$ cat src/rtl/pic_pkg.sv
// Shared definitions for the 8259 PIC host bus initiator:
// op codes, ICW/OCW bit positions and masks, FSM encodings.
package pic_pkg;

  localparam logic [2:0] OP_INIT   = 3'd0;
  localparam logic [2:0] OP_OCW1   = 3'd1;
  localparam logic [2:0] OP_OCW2   = 3'd2;
  localparam logic [2:0] OP_OCW3   = 3'd3;
  localparam logic [2:0] OP_RD_IRR = 3'd4;
  localparam logic [2:0] OP_RD_ISR = 3'd5;
  localparam logic [2:0] OP_RD_IMR = 3'd6;
  localparam logic [2:0] OP_RSVD   = 3'd7;

  localparam int ICW1_IC4  = 0;
  localparam int ICW1_SNGL = 1;
  localparam logic [7:0] ICW1_SET = 8'h10;

  localparam logic [7:0] OCW3_RR_IRR = 8'h0A;
  localparam logic [7:0] OCW3_RR_ISR = 8'h0B;
  localparam logic [7:0] OCW2_KEEP   = 8'hE7;
  localparam logic [7:0] OCW3_KEEP   = 8'h67;
  localparam logic [7:0] OCW3_SET    = 8'h08;

  typedef enum logic [2:0] {
    PH_IDLE,
    PH_SETUP,
    PH_STROBE,
    PH_HOLD,
    PH_RECOV
  } phase_t;

  typedef enum logic [1:0] {
    ST_IDLE,
    ST_ERR,
    ST_BUSY
  } state_t;

  typedef struct packed {
    logic       rd;
    logic       a0;
    logic [7:0] d;
  } bus_op_t;

  function automatic int max3(int a, int b, int c);
    int m;
    m = (a > b) ? a : b;
    return (m > c) ? m : c;
  endfunction

endpackage

$ cat src/rtl/pic_host_bus_initiator_bus_cycle.sv
// pic_bus_cycle: one timed PIC bus cycle SETUP/STROBE/HOLD/RECOV.
// Ports: clk, rst, start, op (rd/a0/data), d_in -> cs_n, wr_n,
// rd_n, a0, d_out, d_oe, rdata, rvalid (pulse in RECOV), done.
module pic_bus_cycle
  import pic_pkg::*;
#(
  parameter int SETUP_CYC  = 1,
  parameter int STROBE_CYC = 2,
  parameter int HOLD_CYC   = 1
) (
  input  logic       clk,
  input  logic       rst,
  input  logic       start,
  input  bus_op_t    op,
  input  logic [7:0] d_in,
  output logic       cs_n,
  output logic       wr_n,
  output logic       rd_n,
  output logic       a0,
  output logic [7:0] d_out,
  output logic       d_oe,
  output logic [7:0] rdata,
  output logic       rvalid,
  output logic       done
);

  localparam int CW =
    $clog2(max3(SETUP_CYC, STROBE_CYC, HOLD_CYC)) + 1;

  phase_t        ph, ph_nx;
  logic [CW-1:0] cnt, cnt_nx;
  bus_op_t       cur;
  logic [7:0]    samp;
  logic          active;
  logic          last;

  assign last = (cnt == '0);

  always_ff @(posedge clk) begin
    if (rst) begin
      ph     <= PH_IDLE;
      cnt    <= '0;
      cur    <= '0;
      samp   <= '0;
      rdata  <= '0;
      rvalid <= 1'b0;
    end else begin
      ph     <= ph_nx;
      cnt    <= cnt_nx;
      rvalid <= 1'b0;
      if (start && (ph == PH_IDLE || ph == PH_RECOV))
        cur <= op;
      if (ph == PH_STROBE && last && cur.rd)
        samp <= d_in;
      // publish the sample so the pulse lands in RECOV
      if (ph == PH_HOLD && last && cur.rd) begin
        rdata  <= samp;
        rvalid <= 1'b1;
      end
    end
  end

  always_comb begin
    ph_nx  = ph;
    cnt_nx = cnt;
    unique case (ph)
      PH_IDLE: begin
        if (start) begin
          ph_nx  = PH_SETUP;
          cnt_nx = CW'(SETUP_CYC - 1);
        end
      end
      PH_SETUP: begin
        if (last) begin
          ph_nx  = PH_STROBE;
          cnt_nx = CW'(STROBE_CYC - 1);
        end else begin
          cnt_nx = cnt - 1'b1;
        end
      end
      PH_STROBE: begin
        if (last) begin
          ph_nx  = PH_HOLD;
          cnt_nx = CW'(HOLD_CYC - 1);
        end else begin
          cnt_nx = cnt - 1'b1;
        end
      end
      PH_HOLD: begin
        if (last) begin
          ph_nx  = PH_RECOV;
          cnt_nx = '0;
        end else begin
          cnt_nx = cnt - 1'b1;
        end
      end
      PH_RECOV: begin
        if (start) begin
          ph_nx  = PH_SETUP;
          cnt_nx = CW'(SETUP_CYC - 1);
        end else begin
          ph_nx  = PH_IDLE;
        end
      end
      default: begin
        ph_nx  = PH_IDLE;
        cnt_nx = '0;
      end
    endcase
  end

  assign active = (ph == PH_SETUP) ||
                  (ph == PH_STROBE) ||
                  (ph == PH_HOLD);
  assign cs_n  = !active;
  assign wr_n  = !(ph == PH_STROBE && !cur.rd);
  assign rd_n  = !(ph == PH_STROBE && cur.rd);
  assign a0    = cur.a0;
  assign d_out = cur.d;
  assign d_oe  = active && !cur.rd;
  assign done  = (ph == PH_RECOV);

endmodule

$ cat src/rtl/pic_host_bus_initiator.sv
// pic_host_bus_initiator: turns host commands into 8259 bus cycles.
// Ports: cmd_valid/ready/op/data, icw1..icw4 in; rsp_valid/data,
// cmd_err, init_done out; cs_n/wr_n/rd_n/a0/d_out/d_oe, d_in bus.
module pic_host_bus_initiator
  import pic_pkg::*;
#(
  parameter int SETUP_CYC  = 1,
  parameter int STROBE_CYC = 2,
  parameter int HOLD_CYC   = 1
) (
  input  logic       clk,
  input  logic       rst,
  input  logic       cmd_valid,
  output logic       cmd_ready,
  input  logic [2:0] cmd_op,
  input  logic [7:0] cmd_data,
  input  logic [7:0] icw1,
  input  logic [7:0] icw2,
  input  logic [7:0] icw3,
  input  logic [7:0] icw4,
  output logic       rsp_valid,
  output logic [7:0] rsp_data,
  output logic       cmd_err,
  output logic       init_done,
  output logic       cs_n,
  output logic       wr_n,
  output logic       rd_n,
  output logic       a0,
  output logic [7:0] d_out,
  output logic       d_oe,
  input  logic [7:0] d_in
);

  state_t           st, st_nx;
  bus_op_t [3:0]    plan, plan_q;
  logic [1:0]       n_last, last_q, idx;
  logic             is_init_q;
  logic             init_q;
  logic             accept, bad, go;
  logic             start, done, fin;
  bus_op_t          bop;

  assign cmd_ready = (st == ST_IDLE);
  assign accept    = cmd_valid && cmd_ready;
  assign bad       = (cmd_op == OP_RSVD) ||
                     (cmd_op != OP_INIT && !init_q);
  assign go        = accept && !bad;
  assign fin       = (st == ST_BUSY) && done &&
                     (idx == last_q);

  // bus cycle list for the command, packed from slot 0
  always_comb begin
    plan   = '0;
    n_last = 2'd0;
    unique case (1'b1)
      (cmd_op == OP_INIT): begin
        plan[0] = '{1'b0, 1'b0, icw1 | ICW1_SET};
        plan[1] = '{1'b0, 1'b1, icw2};
        n_last  = 2'd1;
        if (!icw1[ICW1_SNGL]) begin
          n_last       = n_last + 2'd1;
          plan[n_last] = '{1'b0, 1'b1, icw3};
        end
        if (icw1[ICW1_IC4]) begin
          n_last       = n_last + 2'd1;
          plan[n_last] = '{1'b0, 1'b1, icw4};
        end
      end
      (cmd_op == OP_OCW1): begin
        plan[0] = '{1'b0, 1'b1, cmd_data};
      end
      (cmd_op == OP_OCW2): begin
        plan[0] = '{1'b0, 1'b0, cmd_data & OCW2_KEEP};
      end
      (cmd_op == OP_OCW3): begin
        plan[0] = '{1'b0, 1'b0,
                    (cmd_data & OCW3_KEEP) | OCW3_SET};
      end
      (cmd_op == OP_RD_IRR): begin
        plan[0] = '{1'b0, 1'b0, OCW3_RR_IRR};
        plan[1] = '{1'b1, 1'b0, 8'h00};
        n_last  = 2'd1;
      end
      (cmd_op == OP_RD_ISR): begin
        plan[0] = '{1'b0, 1'b0, OCW3_RR_ISR};
        plan[1] = '{1'b1, 1'b0, 8'h00};
        n_last  = 2'd1;
      end
      (cmd_op == OP_RD_IMR): begin
        plan[0] = '{1'b1, 1'b1, 8'h00};
      end
      default: begin
        plan   = '0;
        n_last = 2'd0;
      end
    endcase
  end

  assign start = (st == ST_IDLE && go) ||
                 (st == ST_BUSY && done && idx != last_q);
  assign bop   = (st == ST_IDLE) ? plan[0]
                                 : plan_q[idx + 2'd1];

  always_ff @(posedge clk) begin
    if (rst) begin
      st        <= ST_IDLE;
      plan_q    <= '0;
      last_q    <= '0;
      idx       <= '0;
      is_init_q <= 1'b0;
      init_q    <= 1'b0;
    end else begin
      st <= st_nx;
      if (st == ST_IDLE && go) begin
        plan_q    <= plan;
        last_q    <= n_last;
        idx       <= '0;
        is_init_q <= (cmd_op == OP_INIT);
        if (cmd_op == OP_INIT)
          init_q <= 1'b0;
      end
      if (st == ST_BUSY && done) begin
        if (idx != last_q)
          idx <= idx + 2'd1;
        else if (is_init_q)
          init_q <= 1'b1;
      end
    end
  end

  always_comb begin
    st_nx = st;
    unique case (st)
      ST_IDLE: begin
        if (accept)
          st_nx = bad ? ST_ERR : ST_BUSY;
      end
      ST_ERR:  st_nx = ST_IDLE;
      ST_BUSY: begin
        if (fin)
          st_nx = ST_IDLE;
      end
      default: st_nx = ST_IDLE;
    endcase
  end

  assign cmd_err = (st == ST_ERR);
  // visible already in the RECOV clock of the last ICW cycle
  assign init_done = init_q || (fin && is_init_q);

  pic_bus_cycle #(
    .SETUP_CYC (SETUP_CYC),
    .STROBE_CYC(STROBE_CYC),
    .HOLD_CYC  (HOLD_CYC)
  ) u_cyc (
    .clk   (clk),
    .rst   (rst),
    .start (start),
    .op    (bop),
    .d_in  (d_in),
    .cs_n  (cs_n),
    .wr_n  (wr_n),
    .rd_n  (rd_n),
    .a0    (a0),
    .d_out (d_out),
    .d_oe  (d_oe),
    .rdata (rsp_data),
    .rvalid(rsp_valid),
    .done  (done)
  );

endmodule

$ cat config.mk
export PLATFORM = sky130hd
export DESIGN_NAME = pic_host_bus_initiator
export DESIGN_NICKNAME = d
export VERILOG_FILES = /design/src/rtl/pic_pkg.sv /design/src/rtl/pic_host_bus_initiator_bus_cycle.sv /design/src/rtl/pic_host_bus_initiator.sv
export SDC_FILE = /design/constraint.sdc
export NUM_CORES = 1
export LEC_CHECK = 0
export BUFFER_PORTS_ARGS = -buffer_cell sky130_fd_sc_hd__buf_2
export CAP_MARGIN = 40
export CELL_PAD_IN_SITES_DETAIL_PLACEMENT = 1
export CELL_PAD_IN_SITES_GLOBAL_PLACEMENT = 2
export CORE_MARGIN = 1.5
export CORE_UTILIZATION = 34
export DETAILED_ROUTE_END_ITERATION = 8
export PLACE_DENSITY_LB_ADDON = 0.2
export SETUP_SLACK_MARGIN = 0.1
export SLEW_MARGIN = 0
export SYNTH_ARGS = -nofsm -noshare
export SYNTH_HDL_FRONTEND = slang
export SYNTH_SLANG_ARGS = --single-unit
export TNS_END_PERCENT = 20
$ cat constraint.sdc
create_clock -name clk -period 5.4 [get_ports clk]
set_input_delay 1.35 -clock clk [delete_from_list [all_inputs] [get_ports clk]]
set_output_delay 1.35 -clock clk [all_outputs]
set_load 0.1 [all_outputs]
# --- Yosys cells after proc, flatten, opt, wreduce, memory -nomap -nowiden ---
# Cells that the tools add are included.
word_totals:
  ff_bits: 80
  input_bits: 54
  out_inout_bits: 25
  wordCells: 131
classes:
  addsub: 3
  magnitude_cmp: 3
  eq_ne: 22
  n_mux: 39
  reduce_logical: 39
op_table:
  columns: ["op", "count"]
  rows:
  - ["10-bit one-hot mux with 7 select lines", 1]
  - ["40-bit bitwise mux", 1]
  - ["10-bit 2-to-1 mux", 4]
  - ["40-bit 2-to-1 mux", 1]
  - ["2-bit 2-to-1 mux", 12]
  - ["10-bit binary-select mux with 2-bit select", 1]
  - ["10-bit demux with 2-bit select", 1]
  - ["20-bit 2-to-1 mux", 1]
  - ["10-bit one-hot mux with 2 select lines", 1]
  - ["1-bit logical AND", 17]
  - ["3-bit == test, second input constant", 5]
  - ["3-bit one-hot mux with 5 select lines", 1]
  - ["3-bit by 2-bit == test with 1-bit output, second input constant", 4]
  - ["3-bit 2-to-1 mux", 4]
  - ["2-bit by 1-bit inequality test with 1-bit output, second input constant", 6]
  - ["9-bit 2-to-1 mux", 1]
  - ["2-bit one-hot mux with 2 select lines", 2]
  - ["1-bit 2-to-1 mux", 7]
  - ["3-bit by 1-bit == test with 1-bit output, second input constant", 2]
  - ["1-bit zero test", 6]
  - ["3-bit zero test", 2]
  - ["1-bit logical OR", 6]
  - ["2-bit by 3-bit < comparator with 1-bit output, second input constant", 2]
  - ["2-bit one-hot mux with 3 select lines", 1]
  - ["13 further kinds", 17]

# --- Depth between registers and ports, before layout ---
logic_depth:
  depth_word: 11
  mapped_depth: 7
  ltp_nobuf: 5

# --- Modules after synthesis ---
# From an unflattened synthesis, not the netlist that was laid out.
hier_totals:
  hier_cells: 423
  area_unflattened_um2: 3762.4
by_module_without_submodules:
  columns: ["module", "instances", "cells_per_inst", "area_each_um2", "seq_area_each_um2"]
  rows:
  - ["pic_host_bus_initiator", 1, 276, 2367.3, 900.9]
  - ["pic_bus_cycle", 1, 147, 1395.1, 640.6]

# --- Least setup slack after synthesis ---
# OpenSTA, ideal clock, no wires.
synth_timing:
  kind: "reg-to-output"
  start: "register u_cyc.ph[1]"
  end: "output d_oe"
  arrival_ns: 2.462
  required_ns: 4.050
  path_slack_ns: 1.588
  stages_incl_launch_ff: 5
  path_buffers: 0
  path_cell_list: "dfxtp_1 -> nor2_1 -> nor2_1 -> inv_1 -> nor2_1"
synth_between:
  elab_chain_len: 4
  elab_cells_between_ends: 6
synth_lines:
  columns: ["element", "line", "rtl"]
  rows:
  - ["start: declaration", "pic_host_bus_initiator_bus_cycle.sv:30", "phase_t ph, ph_nx;"]
  - ["start signal: assignment", "pic_host_bus_initiator_bus_cycle.sv:48", "ph <= ph_nx;"]
  - ["3-bit by 1-bit == test with 1-bit output / 3-bit by 2-bit == test with 1-bit output (equally long branches)", "pic_host_bus_initiator_bus_cycle.sv:112, pic_host_bus_initiator_bus_cycle.sv:113", null]
  - ["1-bit logical OR", "pic_host_bus_initiator_bus_cycle.sv:112", "assign active = (ph == PH_SETUP) ||"]
  - ["1-bit logical OR (*)", "pic_host_bus_initiator_bus_cycle.sv:113", "(ph == PH_STROBE) ||"]
  - ["1-bit logical AND (*)", "pic_host_bus_initiator_bus_cycle.sv:120", "assign d_oe = active && !cur.rd;"]
  - ["end: declaration", "pic_host_bus_initiator.sv:30", "output logic d_oe,"]
# Every way passes the cells marked *; elsewhere a longest branch is shown, timed or not.

# --- Worst setup path after layout ---
layout_timing:
  start: "register st[1]"
  end: "output init_done"
layout_between:
  elab_chain_len: 5
layout_lines:
  columns: ["element", "line", "rtl"]
  rows:
  - ["start: declaration", "pic_host_bus_initiator.sv:34", "state_t st, st_nx;"]
  - ["start signal: assignment", "pic_host_bus_initiator.sv:113", "st <= st_nx;"]
  - ["2-bit == test", "pic_host_bus_initiator.sv:48", "assign fin = (st == ST_BUSY) && done &&"]
  - ["1-bit logical AND (2 in series)", "pic_host_bus_initiator.sv:48", null]
  - ["1-bit logical AND", "pic_host_bus_initiator.sv:149", "assign init_done = init_q || (fin && is_init_q);"]
  - ["1-bit logical OR", "pic_host_bus_initiator.sv:149", null]
  - ["end: declaration", "pic_host_bus_initiator.sv:24", "output logic init_done,"]
# Every way passes these cells.

==> impl_results.md <==
- I/O pin count: 79
- Mapped cell area: 3760 um2
- Detail Route Antenna Nets: 0
- Die Width: 108 um
- DR vias/cell: 5.24
- Design Area, Final: 4330 um2
- First-pass GRT wire length: 17000 um
- Crit. End Element: output pin
- Max-Cap Viols: 0
- Crit Path Category: reg -> out
- Comb power frac: 13.1%
- Share of cells above drive strength 1: a little over a quarter
- Setup_tns: 0 ns
- Root Driver: clkbuf_8
- Worst-path fanout max: 8
- Cells along the critical path: or4b_1 > nor4_1 > a21o_1 > buf_2
- Worst Tran Pin Value: 0.831 ns
- Dpl cell area: approximately 4200 um2
- Dpl hpwl: between 7000 and 8000 um
- Period minus WS final: 3.62 ns
- Inserted Diodes: 0
- Pin count of the biggest net entering global routing: 72
- Vias in the first global route: roughly 3200
- Area growth from synthesis to layout: 15.3%
- Final Setup Violations: 0
- Pwr Density: 263 nW/um2
- Syn nets: 468
- Most frequent cell after synthesis: dfxtp_1
- Worst vdd ir: 0.0990 mV
- Top sig layer: met4
- Crit path max-delay family: simple AND/OR/NAND/NOR gates
- H-tree levels: 3
- Status: finished clean
- Clk_lat worst skew: 0.37 ns
- CP bufs+invs: 1
- Most used DFF post-synth: dfxtp_1
- Pre-antenna DRT Iters: 4
- Synthesized area per cell: 9.16 um2
- TritonCTS clock tree: built
- Synth Instances: 410
- Pre-CTS setup slack: ~2.0 ns
- Post-Place Cells: about 590
- Flop pwr share: 51.1%
- Slowest cell on the critical path: dfxtp_1
- RSZ-0062 raised after global routing: no
- NetSw: 323 uW
- Setup bufs post-CTS: 0
- Met3 Routed Length: 487 um
- Startpoint types: register
- GPL Wtd Cong: between 0.8 and 0.9
- Post-CTS sizing: 0
- HP Class: reg -> reg
- Worst Skew: 0.00758 ns
- Clk slew on worst S/H paths: 0.08 ns
- Fmax: 0.276 GHz
- Grt total ovfl: 0
- Initial core utilization: 34.8%
- Std-Cell Rows: 38
- Die area: roughly 12000 um2
- Synth unique cells: 61
- Max Slew Vio Count: 0
- Top cell type's share of synthesized area: 41.0%
- Setup ws final: 1.78 ns
- Total number of vias: ~3200
- DR WL/cell: between 15 and 20 um
- Core ar.: 10800 um2
- All-layer global routing usage: 19.3%
- Met2 WL: between 5000 and 6000 um
- Hold Fails Final Rpt: 0
- Post-synthesis sequential area ratio: 41.0%
- DR DRC count: 0
- Post-synth EDFFs: 0
- Max-Slew Margin vs Limit: 44.4%
- Leading area contributor after synthesis: dfxtp_1
- Commonest cells post-synth: 77 x dfxtp_1, 53 x nor2_1, 29 x mux2i_1
- Number of buffers created by CTS: 9
- Layout Nets: roughly 520
- Final period util: 67.0%
- M1 WL: roughly 5000 um
- Data required, critical path: just over 4 ns
- Switching Share: 28.4%
- DIE HEIGHT: between 100 and 150 um
- Top cells by area, synth: dfxtp_1 41%, mux2i_1 7.7%, nor2_1 5.3%
- Yosys synthesis warning count: 0
- Number of synthesized register bits: 77
- PortBufs: 77
- Synth async-reset ratio: 0%
- CTS Hold Bufs: 0
- WL final: 10600 um
- Pleak: 1.80 nW
- Crit-path max cell delay: 0.50 ns
- Internal: 816 uW
- Initial antenna violation count: 0
- Max clock buf depth: 2
- Clk network pwr share: 35.8%
- # clock sinks: 77
- Drt first-iter violations: ~160
- CP arrival: 2.27 ns
- Final Non-Filler Cells: 610
sequential cells by signal, summed over array words and instances (netlist names), 2 cells and up:
signal	count
plan_q	38
u_cyc.rdata	8
u_cyc.ph	3
idx	2
u_cyc.d_out	8
st	2
u_cyc.cnt	2
u_cyc.samp	8
logic make-up (layout without fill, tap and decap cells):
family	Yosys count	in the layout	share of synthesized area, %
AOI/OAI and AO/OA	91	91	17.7
xor gates and xnor gates	3	3	0.700
and+or+nand+nor	141	141	18.9
muxes	46	46	13.8
DFF	77	77	41.0
adders and majority gates	4	4	1.33
buffers and inverters	48	108	6.53
layer usage:
layer	global-route usage (%)	vias to the layer above
met5	0	-
met4	6.20	0
met3	5.18	15
met2	30.5	71
met1	25.6	1537
li1	-	1575
power groups by stage:
stage / Clock, mW / Combinational [mW] / Sequential, mW
finish: 0.408 / 0.149 / 0.582
global route: 0.455 / 0.161 / 0.583
CTS: 0.425 / 0.150 / 0.582
detailed placement: 0 / 0.149 / 0.596
global placement: 0 / 0.148 / 0.595
floorplan: 0 / 0.104 / 0.594
layout make-up:
| class | count | area (um2) |
|---|---|---|
| clock inverter | 3 | 20.0 |
| inverter | 10 | 37.5 |
| tap | 140 | 175 |
| sequential | 77 | 1540 |
| multi-input combinational | 285 | 1980 |
| timing repair buffer | 82 | 423 |
| fill | 1295 | 6460 |
| clock buffer | 13 | 159 |
final timing paths:
| check | cells after the start | endpoint | slack (ns) | startpoint |
|---|---|---|---|---|
| worst min register to register | 2 | plan_q[35]$_SDFFE_PP0P_ | 0.45 | plan_q[35]$_SDFFE_PP0P_ |
| worst max register to register | 5 | u_cyc.cnt[1]$_SDFFE_PP0P_ | 3.09 | st[1]$_SDFFE_PP0P_ |
| worst min-delay path | 2 | plan_q[35]$_SDFFE_PP0P_ | 0.45 | plan_q[35]$_SDFFE_PP0P_ |
| worst max-delay path | 4 | init_done | 1.78 | st[1]$_SDFFE_PP0P_ |
cells in the final DEF (no fill, tap or decap), types with 3 or more instances in the layout:
cell and count:
a211o_1 5, mux2_2 13, a2bb2oi_1 10, nand3_1 13, nor3_1 4, a31oi_1 5, o21ai_0 5, buf_2 77
or4_1 3, nor2_1 53, nor3b_1 4, mux4_2 3, nor4b_1 4, clkinv_1 3, mux2i_1 29, inv_1 7
nand2_1 27, a22oi_1 18, nand2b_1 8, clkbuf_8 11, nor2b_1 4, a21oi_1 21, and3_1 3, ha_1 4
buf_4 5, dfxtp_1 77, o22ai_1 5, xor2_1 3, and2_1 4
worst register-to-register path: cells and delay by family, from the launching register on:
family | cells | cell delay [ns]
DFF | 1 | 0.40
and+or+nand+nor | 2 | 0.64
AOI/OAI and AO/OA | 2 | 0.80
buffers and inverters | 1 | 0.36
metrics by stage:
stage	util, %	total power [mW]	hold WS, ns
final	40.1	1.14	0.452
after floorplan	-	0.697	0.428
after CTS	40.1	1.16	0.456
after global routing	40.1	1.20	0.480
after detailed placement	38.5	0.745	0.443
after global placement	38.5	0.743	0.434
Power figures use the tool's default switching activity.
